File: src/rtl/boot_image_loader_if.sv
// Byte-stream input and RAM write port of the boot image loader.
// The master side is the loader; the slave side is the UART front end plus the RAM.
interface boot_image_loader_if #(
  parameter int unsigned MemAddrWidth = 14
) ();

  logic [7:0]              rx_data;
  logic                    rx_valid;
  logic                    rx_ready;
  logic                    mem_req;
  logic                    mem_we;
  logic [MemAddrWidth-1:0] mem_addr;
  logic [31:0]             mem_wdata;
  logic [3:0]              mem_be;
  logic                    mem_gnt;

  modport master (
    input  rx_data, rx_valid, mem_gnt,
    output rx_ready, mem_req, mem_we, mem_addr, mem_wdata, mem_be
  );

  modport slave (
    output rx_data, rx_valid, mem_gnt,
    input  rx_ready, mem_req, mem_we, mem_addr, mem_wdata, mem_be
  );

endinterface

File: src/rtl/boot_image_loader.sv
// Streams a length-prefixed, XOR-checksummed program image into SRAM and
// holds the core in reset until the whole image has been written and verified.
module boot_image_loader #(
  parameter int unsigned BaseWordAddr = 32,
  parameter int unsigned MemAddrWidth = 14,
  parameter int unsigned MaxWords     = 4096
) (
  input  logic                    clk_sys_i,
  input  logic                    rst_sys_ni,
  boot_image_loader_if.master     bus_io,
  output logic                    core_rst_no,
  output logic                    boot_done_o,
  output logic                    boot_err_o,
  output logic [MemAddrWidth-1:0] words_loaded_o
);

  localparam int unsigned ByteW = 8;
  localparam int unsigned WordW = 32;
  localparam int unsigned BufW  = 24;

  typedef enum logic [2:0] {
    StHdr,
    StData,
    StWrite,
    StCsum,
    StDone,
    StErr
  } state_e;

  state_e                  state_q, state_d;
  logic [1:0]              byte_cnt_q, byte_cnt_d;
  logic [WordW-1:0]        n_q, n_d;
  logic [BufW-1:0]         word_q, word_d;
  logic [ByteW-1:0]        csum_q, csum_d;
  logic [MemAddrWidth-1:0] words_q, words_d;
  logic [MemAddrWidth-1:0] addr_q, addr_d;
  logic [WordW-1:0]        wdata_q, wdata_d;
  logic                    req_q, req_d;
  logic                    rx_ready_q, rx_ready_d;
  logic                    done_q, done_d;
  logic                    err_q, err_d;
  logic                    core_rst_n_q, core_rst_n_d;

  logic                    rx_fire;
  logic                    mem_fire;
  logic [WordW-1:0]        hdr_word;
  logic [ByteW-1:0]        rx_byte;

  assign rx_byte  = bus_io.rx_data;
  assign rx_fire  = bus_io.rx_valid && rx_ready_q;
  assign mem_fire = req_q && bus_io.mem_gnt;
  assign hdr_word = {rx_byte, n_q[BufW-1:0]};

  // Next-state, datapath and registered-output decode
  always_comb begin
    state_d      = state_q;
    byte_cnt_d   = byte_cnt_q;
    n_d          = n_q;
    word_d       = word_q;
    csum_d       = csum_q;
    words_d      = words_q;
    addr_d       = addr_q;
    wdata_d      = wdata_q;

    unique case (state_q)
      StHdr: begin
        if (rx_fire) begin
          byte_cnt_d = byte_cnt_q + 2'd1;
          unique case (byte_cnt_q)
            2'd0: n_d[7:0]   = rx_byte;
            2'd1: n_d[15:8]  = rx_byte;
            2'd2: n_d[23:16] = rx_byte;
            default: begin
              n_d = hdr_word;
              if (hdr_word > WordW'(MaxWords)) begin
                state_d = StErr;
              end else if (hdr_word == '0) begin
                state_d = StCsum;
              end else begin
                state_d = StData;
              end
            end
          endcase
        end
      end

      StData: begin
        if (rx_fire) begin
          byte_cnt_d = byte_cnt_q + 2'd1;
          csum_d     = csum_q ^ rx_byte;
          unique case (byte_cnt_q)
            2'd0: word_d[7:0]   = rx_byte;
            2'd1: word_d[15:8]  = rx_byte;
            2'd2: word_d[23:16] = rx_byte;
            default: begin
              wdata_d = {rx_byte, word_q};
              addr_d  = MemAddrWidth'(BaseWordAddr) + words_q;
              state_d = StWrite;
            end
          endcase
        end
      end

      // Address and data stay frozen in addr_q/wdata_q until the grant
      StWrite: begin
        if (mem_fire) begin
          words_d = words_q + MemAddrWidth'(1);
          if (WordW'(words_q) + WordW'(1) == n_q) begin
            state_d = StCsum;
          end else begin
            state_d = StData;
          end
        end
      end

      StCsum: begin
        if (rx_fire) begin
          state_d = (rx_byte == csum_q) ? StDone : StErr;
        end
      end

      StDone: state_d = StDone;
      StErr:  state_d = StErr;
      default: state_d = StErr;
    endcase

    rx_ready_d   = (state_d == StHdr) || (state_d == StData) || (state_d == StCsum);
    req_d        = (state_d == StWrite);
    done_d       = (state_d == StDone);
    core_rst_n_d = (state_d == StDone);
    err_d        = (state_d == StErr);
  end

  always_ff @(posedge clk_sys_i or negedge rst_sys_ni) begin
    if (!rst_sys_ni) begin
      state_q      <= StHdr;
      byte_cnt_q   <= '0;
      n_q          <= '0;
      word_q       <= '0;
      csum_q       <= '0;
      words_q      <= '0;
      addr_q       <= '0;
      wdata_q      <= '0;
      req_q        <= 1'b0;
      rx_ready_q   <= 1'b1;
      done_q       <= 1'b0;
      err_q        <= 1'b0;
      core_rst_n_q <= 1'b0;
    end else begin
      state_q      <= state_d;
      byte_cnt_q   <= byte_cnt_d;
      n_q          <= n_d;
      word_q       <= word_d;
      csum_q       <= csum_d;
      words_q      <= words_d;
      addr_q       <= addr_d;
      wdata_q      <= wdata_d;
      req_q        <= req_d;
      rx_ready_q   <= rx_ready_d;
      done_q       <= done_d;
      err_q        <= err_d;
      core_rst_n_q <= core_rst_n_d;
    end
  end

  assign bus_io.rx_ready  = rx_ready_q;
  assign bus_io.mem_req   = req_q;
  assign bus_io.mem_we    = req_q;
  assign bus_io.mem_addr  = addr_q;
  assign bus_io.mem_wdata = wdata_q;
  assign bus_io.mem_be    = {4{req_q}};

  assign core_rst_no    = core_rst_n_q;
  assign boot_done_o    = done_q;
  assign boot_err_o     = err_q;
  assign words_loaded_o = words_q;

endmodule

File: src/flat_wrapper.sv
// flat-port wrapper written by rule: the top's interface ports become plain ports
module boot_image_loader_flat 
#(
  parameter int unsigned BaseWordAddr = 32,
  parameter int unsigned MemAddrWidth = 14,
  parameter int unsigned MaxWords     = 4096
)
  (clk_sys_i, rst_sys_ni, core_rst_no, boot_done_o, boot_err_o, words_loaded_o, bus_io_rx_data, bus_io_rx_valid, bus_io_mem_gnt, bus_io_rx_ready, bus_io_mem_req, bus_io_mem_we, bus_io_mem_addr, bus_io_mem_wdata, bus_io_mem_be);
  boot_image_loader_if #(.MemAddrWidth(MemAddrWidth)) bus_io_i ();
  input  logic clk_sys_i;
  input  logic rst_sys_ni;
  output logic core_rst_no;
  output logic boot_done_o;
  output logic boot_err_o;
  output logic [MemAddrWidth-1:0] words_loaded_o;
  input wire logic [$bits(bus_io_i.rx_data)-1:0] bus_io_rx_data;
  input wire logic [$bits(bus_io_i.rx_valid)-1:0] bus_io_rx_valid;
  input wire logic [$bits(bus_io_i.mem_gnt)-1:0] bus_io_mem_gnt;
  output wire logic [$bits(bus_io_i.rx_ready)-1:0] bus_io_rx_ready;
  output wire logic [$bits(bus_io_i.mem_req)-1:0] bus_io_mem_req;
  output wire logic [$bits(bus_io_i.mem_we)-1:0] bus_io_mem_we;
  output wire logic [$bits(bus_io_i.mem_addr)-1:0] bus_io_mem_addr;
  output wire logic [$bits(bus_io_i.mem_wdata)-1:0] bus_io_mem_wdata;
  output wire logic [$bits(bus_io_i.mem_be)-1:0] bus_io_mem_be;
  assign bus_io_i.rx_data = bus_io_rx_data;
  assign bus_io_i.rx_valid = bus_io_rx_valid;
  assign bus_io_i.mem_gnt = bus_io_mem_gnt;
  assign bus_io_rx_ready = bus_io_i.rx_ready;
  assign bus_io_mem_req = bus_io_i.mem_req;
  assign bus_io_mem_we = bus_io_i.mem_we;
  assign bus_io_mem_addr = bus_io_i.mem_addr;
  assign bus_io_mem_wdata = bus_io_i.mem_wdata;
  assign bus_io_mem_be = bus_io_i.mem_be;
  boot_image_loader #(.BaseWordAddr(BaseWordAddr), .MemAddrWidth(MemAddrWidth), .MaxWords(MaxWords)) u_core (.clk_sys_i(clk_sys_i), .rst_sys_ni(rst_sys_ni), .bus_io(bus_io_i), .core_rst_no(core_rst_no), .boot_done_o(boot_done_o), .boot_err_o(boot_err_o), .words_loaded_o(words_loaded_o));
endmodule
File: config.mk
export PLATFORM = sky130hd
export DESIGN_NAME = boot_image_loader_flat
export DESIGN_NICKNAME = d
export VERILOG_FILES = /design/src/rtl/boot_image_loader_if.sv /design/src/rtl/boot_image_loader.sv /design/src/flat_wrapper.sv
export SDC_FILE = /design/constraint.sdc
export NUM_CORES = 1
export LEC_CHECK = 0
export BUFFER_PORTS_ARGS = -buffer_cell sky130_fd_sc_hd__buf_2
export CAP_MARGIN = 30
export CORE_UTILIZATION = 50
export DETAILED_ROUTE_END_ITERATION = 12
export HOLD_SLACK_MARGIN = 0.02
export PLACE_DENSITY = 0.71
export SLEW_MARGIN = 0
export SYNTH_ARGS = -nofsm -noshare
export SYNTH_HDL_FRONTEND = slang
export SYNTH_SLANG_ARGS = --single-unit
File: constraint.sdc
create_clock -name clk_sys_i -period 3.9 [get_ports clk_sys_i]
set_clock_uncertainty 0.2 [all_clocks]
set_input_delay 0.78 -clock clk_sys_i [delete_from_list [all_inputs] [get_ports clk_sys_i]]
set_output_delay 0.78 -clock clk_sys_i [all_outputs]
set_load 0.1 [all_outputs]
### Word-level counts from Yosys, hierarchy flattened

Cells that the tools add are included.
Widths: inputs -> output; s select.

* bits in registers: 133
* bits of input ports: 12
* output and inout bits: 70
* word-level logic and storage cells: 69

* $add $sub $neg: 4
* order comparisons: 1
* equal/unequal tests: 13
* multiplexer cells: 11
* bitwise gates (word level): 2
* reduce and logical (&&, ||, !) cells: 21

Operators by type and width (number)
* $eq 32x32->1: 1
* $gt 32x13->1 const B: 1
* $logic_not 32->1: 1
* $reduce_and 3->1: 8
* $mux 3: 7
* $add 14x1->15 const B: 1
* $pmux 3 s5: 1
* $add 14x1->14 const B: 1
* $add 6x14->14 const A: 1
* $eq 3x2->1 const B: 4
* $eq 3x3->1 const B: 3
* $eq 8x8->1: 1
* $xor 8x8->8: 1
* $eq 3x1->1 const B: 2
* $logic_not 3->1: 2
* $reduce_and 2->1: 3
* $mux 2: 2
* $reduce_or 3->1: 1
* $add 2x1->2 const B: 1
* $eq 2x1->1 const B: 1
* $eq 2x2->1 const B: 1
* $logic_and 1x1->1: 2
* $logic_not 2->1: 1
* $logic_or 1x1->1: 2
* other kinds (3): 3

### Logic depth before layout (Yosys ltp)

Gate-level depths: netlist of run 1.

* depth in word-level cells: 9
* gate-level depth with buffers: 8
* gate-level depth less buffers: 7

### Least setup slack after synthesis of run 1

No wires, ideal clock.

* kind: register -> register
* from: reg u_core.words_q[5], in the netlist u_core.words_loaded_o[5]
* to: reg u_core.state_q[1]
* setup time: 0.092 ns
* arrival: 2.693 ns
* setup slack: 0.916 ns
* cell stages (with the launch flop): 9
* path buffers: 1
* cells stage by stage: dfrtp_1 ha_1 clkbuf_1 xor3_1 nor4_2 o21ai_1 a2111oi_2 nand4_1 a41oi_1

* cells in the longest elaborated chain, start to end: 5

RTL lines
* start: declaration: RTL line boot_image_loader.sv:35 `logic [MemAddrWidth-1:0] words_q, words_d;`
* start signal: assignment: RTL line boot_image_loader.sv:155 `words_q <= words_d;`
* $add 14x1->15: RTL line boot_image_loader.sv:108 `if (WordW'(words_q) + WordW'(1) == n_q) begin`
* $eq 32x32->1: RTL line boot_image_loader.sv:108
* $mux 2: RTL line boot_image_loader.sv:108
* $mux 3: RTL line boot_image_loader.sv:106 `if (mem_fire) begin`
* $pmux 3 s5: RTL line boot_image_loader.sv:65 `unique case (state_q)`
* named net u_core.state_d[1]: RTL line boot_image_loader.sv:30 `state_e state_q, state_d;`
* end signal: assignment: RTL line boot_image_loader.sv:136 `state_q <= StHdr;`
* end signal: assignment: RTL line boot_image_loader.sv:150 `state_q <= state_d;`
* end: declaration: RTL line boot_image_loader.sv:30

The timed path passes the listed nets, and every way through them passes these cells.
A chain may end at the register's enable or synchronous reset.

### Worst setup path in the final report of run 1

Same ends and word-level chain as after synthesis.

==> results of run 1 <==
-- power by group through the flow --
| stage | Combinational (mW) | Clock [mW] | Sequential, mW |
|---|---|---|---|
| 2_1_floorplan | 0.789 | 0 | 3.35 |
| 3_3_place_gp | 2.26 | 0 | 2.25 |
| 3_5_place_dp | 2.31 | 0 | 2.27 |
| 4_1_cts | 2.31 | 1.80 | 2.26 |
| 5_1_grt | 2.43 | 1.86 | 2.32 |
| 6_report | 2.30 | 1.78 | 2.26 |
-- cells by family after synthesis --
logic type,share of synthesized area
flops,0.5472
fa+ha+maj,0.01439
mux,0.1108
simple gates,0.1694
compound gates,0.03393
xor+xnor,0.08739
buf+inv,0.03681
-- worst max-delay path, stage by stage, from the launching register on --
cell       delay, ns
dfrtp_1         0.52
ha_1            0.35
xor3_1          0.37
nor4_2          0.15
o21ai_1         0.11
a2111oi_2       0.34
nand4_1         0.15
a41oi_1         0.24
-- per-layer routing --
| metal | track usage | vias to the layer above | wire length (um) |
|---|---|---|---|
| met1 | 0.3080 | 2138 | 6120 |
| met5 | 0 | - | 0 |
| li1 | - | 1980 | - |
| met2 | 0.3611 | 118 | 6261 |
| met3 | 0.05562 | 10 | 649 |
| met4 | 0.07822 | 0 | 110 |
-- metrics by stage --
step,cells,utilization,hold slack [ns],power (mW),worst slack [ns]
after floorplan,555,-,0.2331,4.134,0.9156
after global placement,747,0.5593,0.2526,4.510,1.376
after detailed placement,747,0.5593,0.2523,4.574,1.234
after CTS,779,0.6169,0.2373,6.374,1.384
after global routing,779,0.6169,0.2685,6.613,1.188
final,779,0.6169,0.2090,6.340,1.378
-- final cells by class --
type                    instances  area share
flip-flops and latches        133      0.4647
multi-input cells             385      0.3540
clock buffers                  24     0.07003
repair buffers                 84     0.06182
well taps                     143     0.02497
clock inverters                 8     0.02340
inverters                       2    0.001048
-- how the worst min path moves through the flow --
stage                                        to  slack, ns  cells past startpoint
CTS                  u_core.bus_io.mem_wdata[2]       0.24                      1
global route         u_core.bus_io.mem_wdata[1]       0.27                      1
global placement    u_core.bus_io.mem_wdata[18]       0.25                      2
floorplan            u_core.bus_io.mem_wdata[0]       0.23                      2
detailed placement  u_core.bus_io.mem_wdata[11]       0.25                      2
finish               u_core.bus_io.mem_wdata[1]       0.21                      1
-- synthesized netlist by cell type, types with 2 or more instances --
library cell,n,area (um^2)
a31oi_1,2,12.51
inv_1,2,7.510
buf_4,6,45.04
o21ai_0,13,65.06
ha_1,7,87.58
nor4_1,12,75.07
buf_2,2,10.01
nor3_2,2,20.02
xnor2_1,32,280.3
nand2b_1,2,12.51
xor2_1,26,227.7
and2_1,2,12.51
nor2b_1,3,18.77
nand4_1,5,31.28
o21bai_1,2,15.01
nor3b_1,2,15.01
nand2_1,149,559.3
clkbuf_1,19,71.32
nand3_1,10,50.05
clkbuf_2,2,10.01
clkbuf_8,5,68.82
dfrtp_1,132,3303
and3_1,5,31.28
a21oi_1,4,20.02
nor2_1,20,75.07
nor3_1,7,35.03
mux2_2,59,664.4
nand3_2,2,20.02
-- flip-flops by register name, summed over array words and instances, names as in the netlist, 2 cells and up --
register                 count
u_core.bus_io.mem_addr      14
u_core.bus_io.mem_wdata     32
u_core.byte_cnt_q            2
u_core.csum_q                8
u_core.n_q                  32
u_core.state_q               3
u_core.word_q               24
u_core.words_loaded_o       14
-- placed cells by master, fill, tap and decap left out, types with 2 or more instances in the layout --
master and count:
nand3_1 9, nand4_1 5, clkinv_2 2, nor2_1 20
xor2_1 26, ha_1 7, nor3_1 7, clkbuf_16 17
nor3b_1 2, xnor2_1 32, nand2_1 149, buf_4 3
bufinv_16 5, nor2b_1 3, and3_1 5, nand2b_1 2
nand3_2 3, inv_1 2, mux2_2 59, buf_2 80
clkbuf_8 5, nor3_2 2, o21ai_0 13, dfrtp_1 132
and2_1 2, a31oi_1 2, clkbuf_1 2, a21oi_1 4
nor4_1 12, o21bai_1 2
==> flow_summary.json, run 1 <==
{
  "multi_input_area_um2": 2536,
  "rows": 39,
  "rsz0062_at_grt": "false",
  "drt-initial-drc-count": 162,
  "switchingPower_mw": 2.631,
  "insertion_delay_ns": 0.41,
  "hold_violations": 0,
  "intPower_mw": 3.709,
  "vdd_drop_max_mv": 0.7077,
  "yosys_register_bits": 133,
  "crit_type": "reg -> reg",
  "io_pins": 82,
  "routed_wl_um": 13140,
  "io_buffers": 81,
  "switching_share": 0.4150,
  "fin_tns_setup_ns": 0,
  "overflow": 0,
  "clk_path_buf_depth": 2,
  "place_congestion": 0.8670,
  "clk_pin_slew_ns": 0.05,
  "pwr-share-seq": 0.357,
  "regToRegSetupSlack_ns": 1.38,
  "place_hpwl_um": 8883,
  "yosysWarningCount": 0,
  "cap_violations": 0,
  "die_w_um": 112.3,
  "cts_tree": "done",
  "violations": "design-rule violations",
  "fin_crit_ns": 2.522,
  "die_h_um": 112.3,
  "hold_class": "in -> async",
  "gr-usage-all-layers": 0.2276,
  "dieArea_um2": 12610,
  "setup_viol": 0,
  "worstPathMaxFanout": 8,
  "antenna_found_initial": 0,
  "grt_max_degree": 81,
  "reg2reg_depth": 7,
  "synth_area_per_cell_um2": 10.96,
  "cts_buffers": 17,
  "initial_utilization": 0.5239,
  "endpoint_kind": "flip-flop",
  "max_freq_mhz": 396.6,
  "drt-vias-per-instance": 5.451,
  "slew_violations": 0,
  "dpl_cell_area_um2": 6495,
  "start_kind": "flip-flop",
  "synth-async-reset-ratio": 1.000,
  "fillers": 967,
  "drc": 4,
  "grt_pass1_wl_um": 22070,
  "antenna_left": 0,
  "clkPwrFrac": 0.280,
  "mappedNetlistNets": 574,
  "nNetsFinal": 642,
  "synthCells": 555,
  "synth-edff-count": 0,
  "cts_resized": 0,
  "power_density_nw_per_um2": 885.0,
  "p_leak_nw": 3.633,
  "yosysSeqAreaShare": 0.5472,
  "diodes": 0,
  "status": "complete, but fails checks",
  "ctsHoldBuffers": 0,
  "ys_types": 49,
  "syn2layout_area_growth_pct": 17.75,
  "vias": 4246,
  "first_global_vias": 4430,
  "ys.flop_type": "dfrtp_1",
  "drive_gt1_frac": 0.2909,
  "critical_path_required_ns": 4.01,
  "dr.pass1.iters": 8,
  "timing.rr.start": "u_core.words_loaded_o[5]",
  "arrival_ns": 2.63,
  "core_um2": 11610,
  "root_buffer": "clkbuf_16",
  "r2r-end": "u_core.state_q[1]",
  "clock_sink_count": 133,
  "htreeDepth": 4,
  "comb_power_share": 0.363,
  "design_area_um2": 7164,
  "seqCellArea_um2": 3329,
  "crit_end": "u_core.state_q[1]",
  "finalCritPeriodShare": 0.6466,
  "syn-cell-area_um2": 6085,
  "postCtsSetupBuffers": 0,
  "worst_slew_pin_slew_ns": 0.7001,
  "relSlewSlack": 0.5333,
  "wl_per_cell_um": 16.87,
  "critPathLaunch": "u_core.words_loaded_o[5]"
}
(Power assumes the default switching activity.)
==> run 2, diff against run 1 <==
- ABC_AREA: not set -> 1
- PLACE_DENSITY: 0.71 -> 0.74
- clock period: 3.9 -> 2.3 ns (I/O delays scaled with it)
==> run 2 against run 1 <==
  * The flow now finishes without violations
  * Utilization up 1.1 points
  * Sequential share of layout area is 0.73 points lower
  * Routed wire length up 10%
  * Worst setup slack worse by 1.3 ns
  * First-iteration DRC count grew to 3.1 times the previous value
  * Critical path depth rose by 8
  * Critical path type unchanged
  * Largest cell class unchanged
==> flow_summary.json, run 2 <==
{
  "grt_max_degree": 59,
  "synth-async-reset-ratio": 1.000,
  "design_area_um2": 7323,
  "clk_pin_slew_ns": 0.05,
  "fillers": 989,
  "fin_ws_ns": 0.1031,
  "holdPathStages": 3,
  "place_hpwl_um": 10220,
  "antenna_left": 0,
  "endpoint_kind": "flip-flop",
  "syn2layout_area_growth_pct": 20.18,
  "finalCritPeriodShare": 0.9552,
  "diodes": 0,
  "synth-edff-count": 0,
  "synth_area_per_cell_um2": 8.416,
  "io_pins": 82,
  "power_mw": 11.03,
  "drc": 0,
  "r2r-end": "u_core.bus_io.rx_ready",
  "clock_sink_count": 133,
  "synthCells": 724,
  "core_um2": 11660,
  "initial_utilization": 0.5225,
  "die_w_um": 112.4,
  "setup_viol": 0,
  "wl_per_cell_um": 15.00,
  "place_congestion": 0.8645,
  "insertion_delay_ns": 0.42,
  "clk_path_buf_depth": 2,
  "hold_violations": 0,
  "max_freq_mhz": 455.2,
  "yosys-top-cells-count": "194 x nand2_1, 132 x dfrtp_1, 111 x o21ai_0",
  "dieArea_um2": 12630,
  "yosys_register_bits": 133,
  "routed_wl_um": 14520,
  "timing.rr.start": "u_core.words_loaded_o[1]",
  "slew_violations": 0,
  "mappedNetlistNets": 743,
  "relSlewSlack": 0.6716,
  "grt_pass1_wl_um": 24280,
  "critical_path_required_ns": 2.45,
  "ys_types": 33,
  "cts_tree": "done",
  "layout_common_cells": "194 x nand2_1, 120 x dfrtp_1, 110 x o21ai_0",
  "gr-usage-all-layers": 0.2518,
  "antenna_found_initial": 0,
  "ys.flop_type": "dfrtp_1",
  "yosysWarningCount": 0,
  "io_buffers": 81,
  "rsz0062_at_grt": "true",
  "vdd_drop_max_mv": 1.042,
  "root_buffer": "clkbuf_16",
  "yosysSeqAreaShare": 0.5464,
  "drt-initial-drc-count": 506,
  "die_h_um": 112.4,
  "vias": 5036,
  "rows": 39,
  "hold_class": "in -> reg",
  "drt-vias-per-instance": 5.202,
  "worstHoldStart": "bus_io_rx_data[2]",
  "crit_type": "reg -> reg",
  "syn-cell-area_um2": 6093,
  "synth_top_area_cell": "dfrtp_1",
  "final_common_cell": "nand2_1",
  "status": "finished, final reports clean",
  "p_leak_nw": 3.716,
  "dr.pass1.iters": 5,
  "holdPathEnd": "u_core.word_q[10]",
  "fin_crit_ns": 2.197,
  "nNetsFinal": 832,
  "arrival_ns": 2.35,
  "reg2reg_depth": 15,
  "drive_gt1_frac": 0.2012,
  "synth_area_leaders": "dfrtp_1 54%, nand2_1 12%, o21ai_0 9.1%, inv_1 5.4%, nor2_1 3.3%",
  "worst_slew_pin_slew_ns": 0.4960,
  "cap_violations": 0,
  "worstPathMaxFanout": 8,
  "regToRegSetupSlack_ns": 0.10,
  "power_density_nw_per_um2": 1507,
  "htreeDepth": 4,
  "start_kind": "flip-flop",
  "first_global_vias": 4872,
  "overflow": 0,
  "synth_top_area_share": 0.5421,
  "dpl_cell_area_um2": 6745,
  "dp_worst_setup_slack_ns": 0.03209,
  "synthMostInstantiatedCell": "nand2_1",
  "cts_buffers": 17
}
## run 2: cell types whose count changed after synthesis, sizes merged, moves of 14 or more
| cell | change |
|---|---|
| o21ai | +97 |
| mux2 | -59 |
| inv | +90 |
| a21oi | +14 |
| nor2 | +39 |
| nand2 | +49 |
| xnor2 | -30 |
| nand3 | +17 |
## run 2: logic make-up after synthesis
logic type                 Yosys count  share of synthesized area
adders and majority gates            7                    0.01437
buffers and inverters              125                    0.08337
and+or+nand+nor                    307                     0.2129
DFF                                133                     0.5464
AOI/OAI and AO/OA                  132                     0.1107
xor gates and xnor gates            20                    0.03224
## run 2: final cells by class
cell class                 count  area (um^2)  area share
tap                          143        178.9     0.02443
clock inverter                 8        78.83     0.01076
multi-input combinational    466         2277      0.3110
timing repair buffer         103        625.6     0.08543
clock buffer                  23        467.9     0.06390
inverter                      92        345.3     0.04716
sequential                   133         3349      0.4574
## run 2: repair_timing
item	CTS	global route
endpoints found under the hold margin	24	0
resized for setup	0	7
buffers inserted	0	0
endpoints found under the setup margin	0	11
hold buffers	1	0
## run 2: worst max path at each step
stage	startpoint	endpoint	slack (ns)	cells after the start
floorplan	u_core.words_loaded_o[12]	u_core.bus_io.rx_ready	0.01	13
global placement	bus_io_rx_data[1]	u_core.bus_io.rx_ready	0.1	10
detailed placement	bus_io_rx_data[0]	u_core.bus_io.rx_ready	0.03	10
CTS	u_core.words_loaded_o[1]	u_core.bus_io.rx_ready	0.10	12
global route	u_core.words_loaded_o[1]	u_core.bus_io.rx_ready	-0.03	14
finish	u_core.words_loaded_o[1]	u_core.bus_io.rx_ready	0.10	15
## run 2: metal layers
| metal | global-route usage | part of all wire |
|---|---|---|
| met5 | 0 | 0 |
| met1 | 0.3382 | 0.45 |
| met3 | 0.06479 | 0.052 |
| met2 | 0.3967 | 0.48 |
| met4 | 0.09422 | 0.015 |
## run 2: metrics by stage
stage / instances / TNS (ns) / hold WS [ns] / utilization
finish: 968 / 0 / 0.1483 / 0.6279
floorplan: 724 / 0 / -0.03559 / -
CTS: 968 / 0 / 0.1401 / 0.6261
detailed placement: 936 / 0 / 0.2265 / 0.5784
global placement: 936 / 0 / 0.2302 / 0.5784
global route: 968 / -0.04909 / 0.1608 / 0.6279
## run 2: critical path, stage by stage (launching register included)
cell and delay (ns):
dfrtp_4 0.44, ha_2 0.21, nand2_2 0.11, nor2_8 0.15, nand4_1 0.19, nand2_1 0.15
nand2_1 0.06, nand2_1 0.06, nor2_1 0.04, nand2_1 0.04, nor2_1 0.03, nand2_1 0.09
nand2_1 0.07, nand2_2 0.08, nand2_2 0.06, a21oi_2 0.14
## run 2: power by group
part           internal, mW  leakage, nW  switching [mW]  total, mW
combinational         0.869         1.88            3.92       4.79
clock                  1.53        0.267           0.970       2.50
sequential             3.25         1.57           0.494       3.74
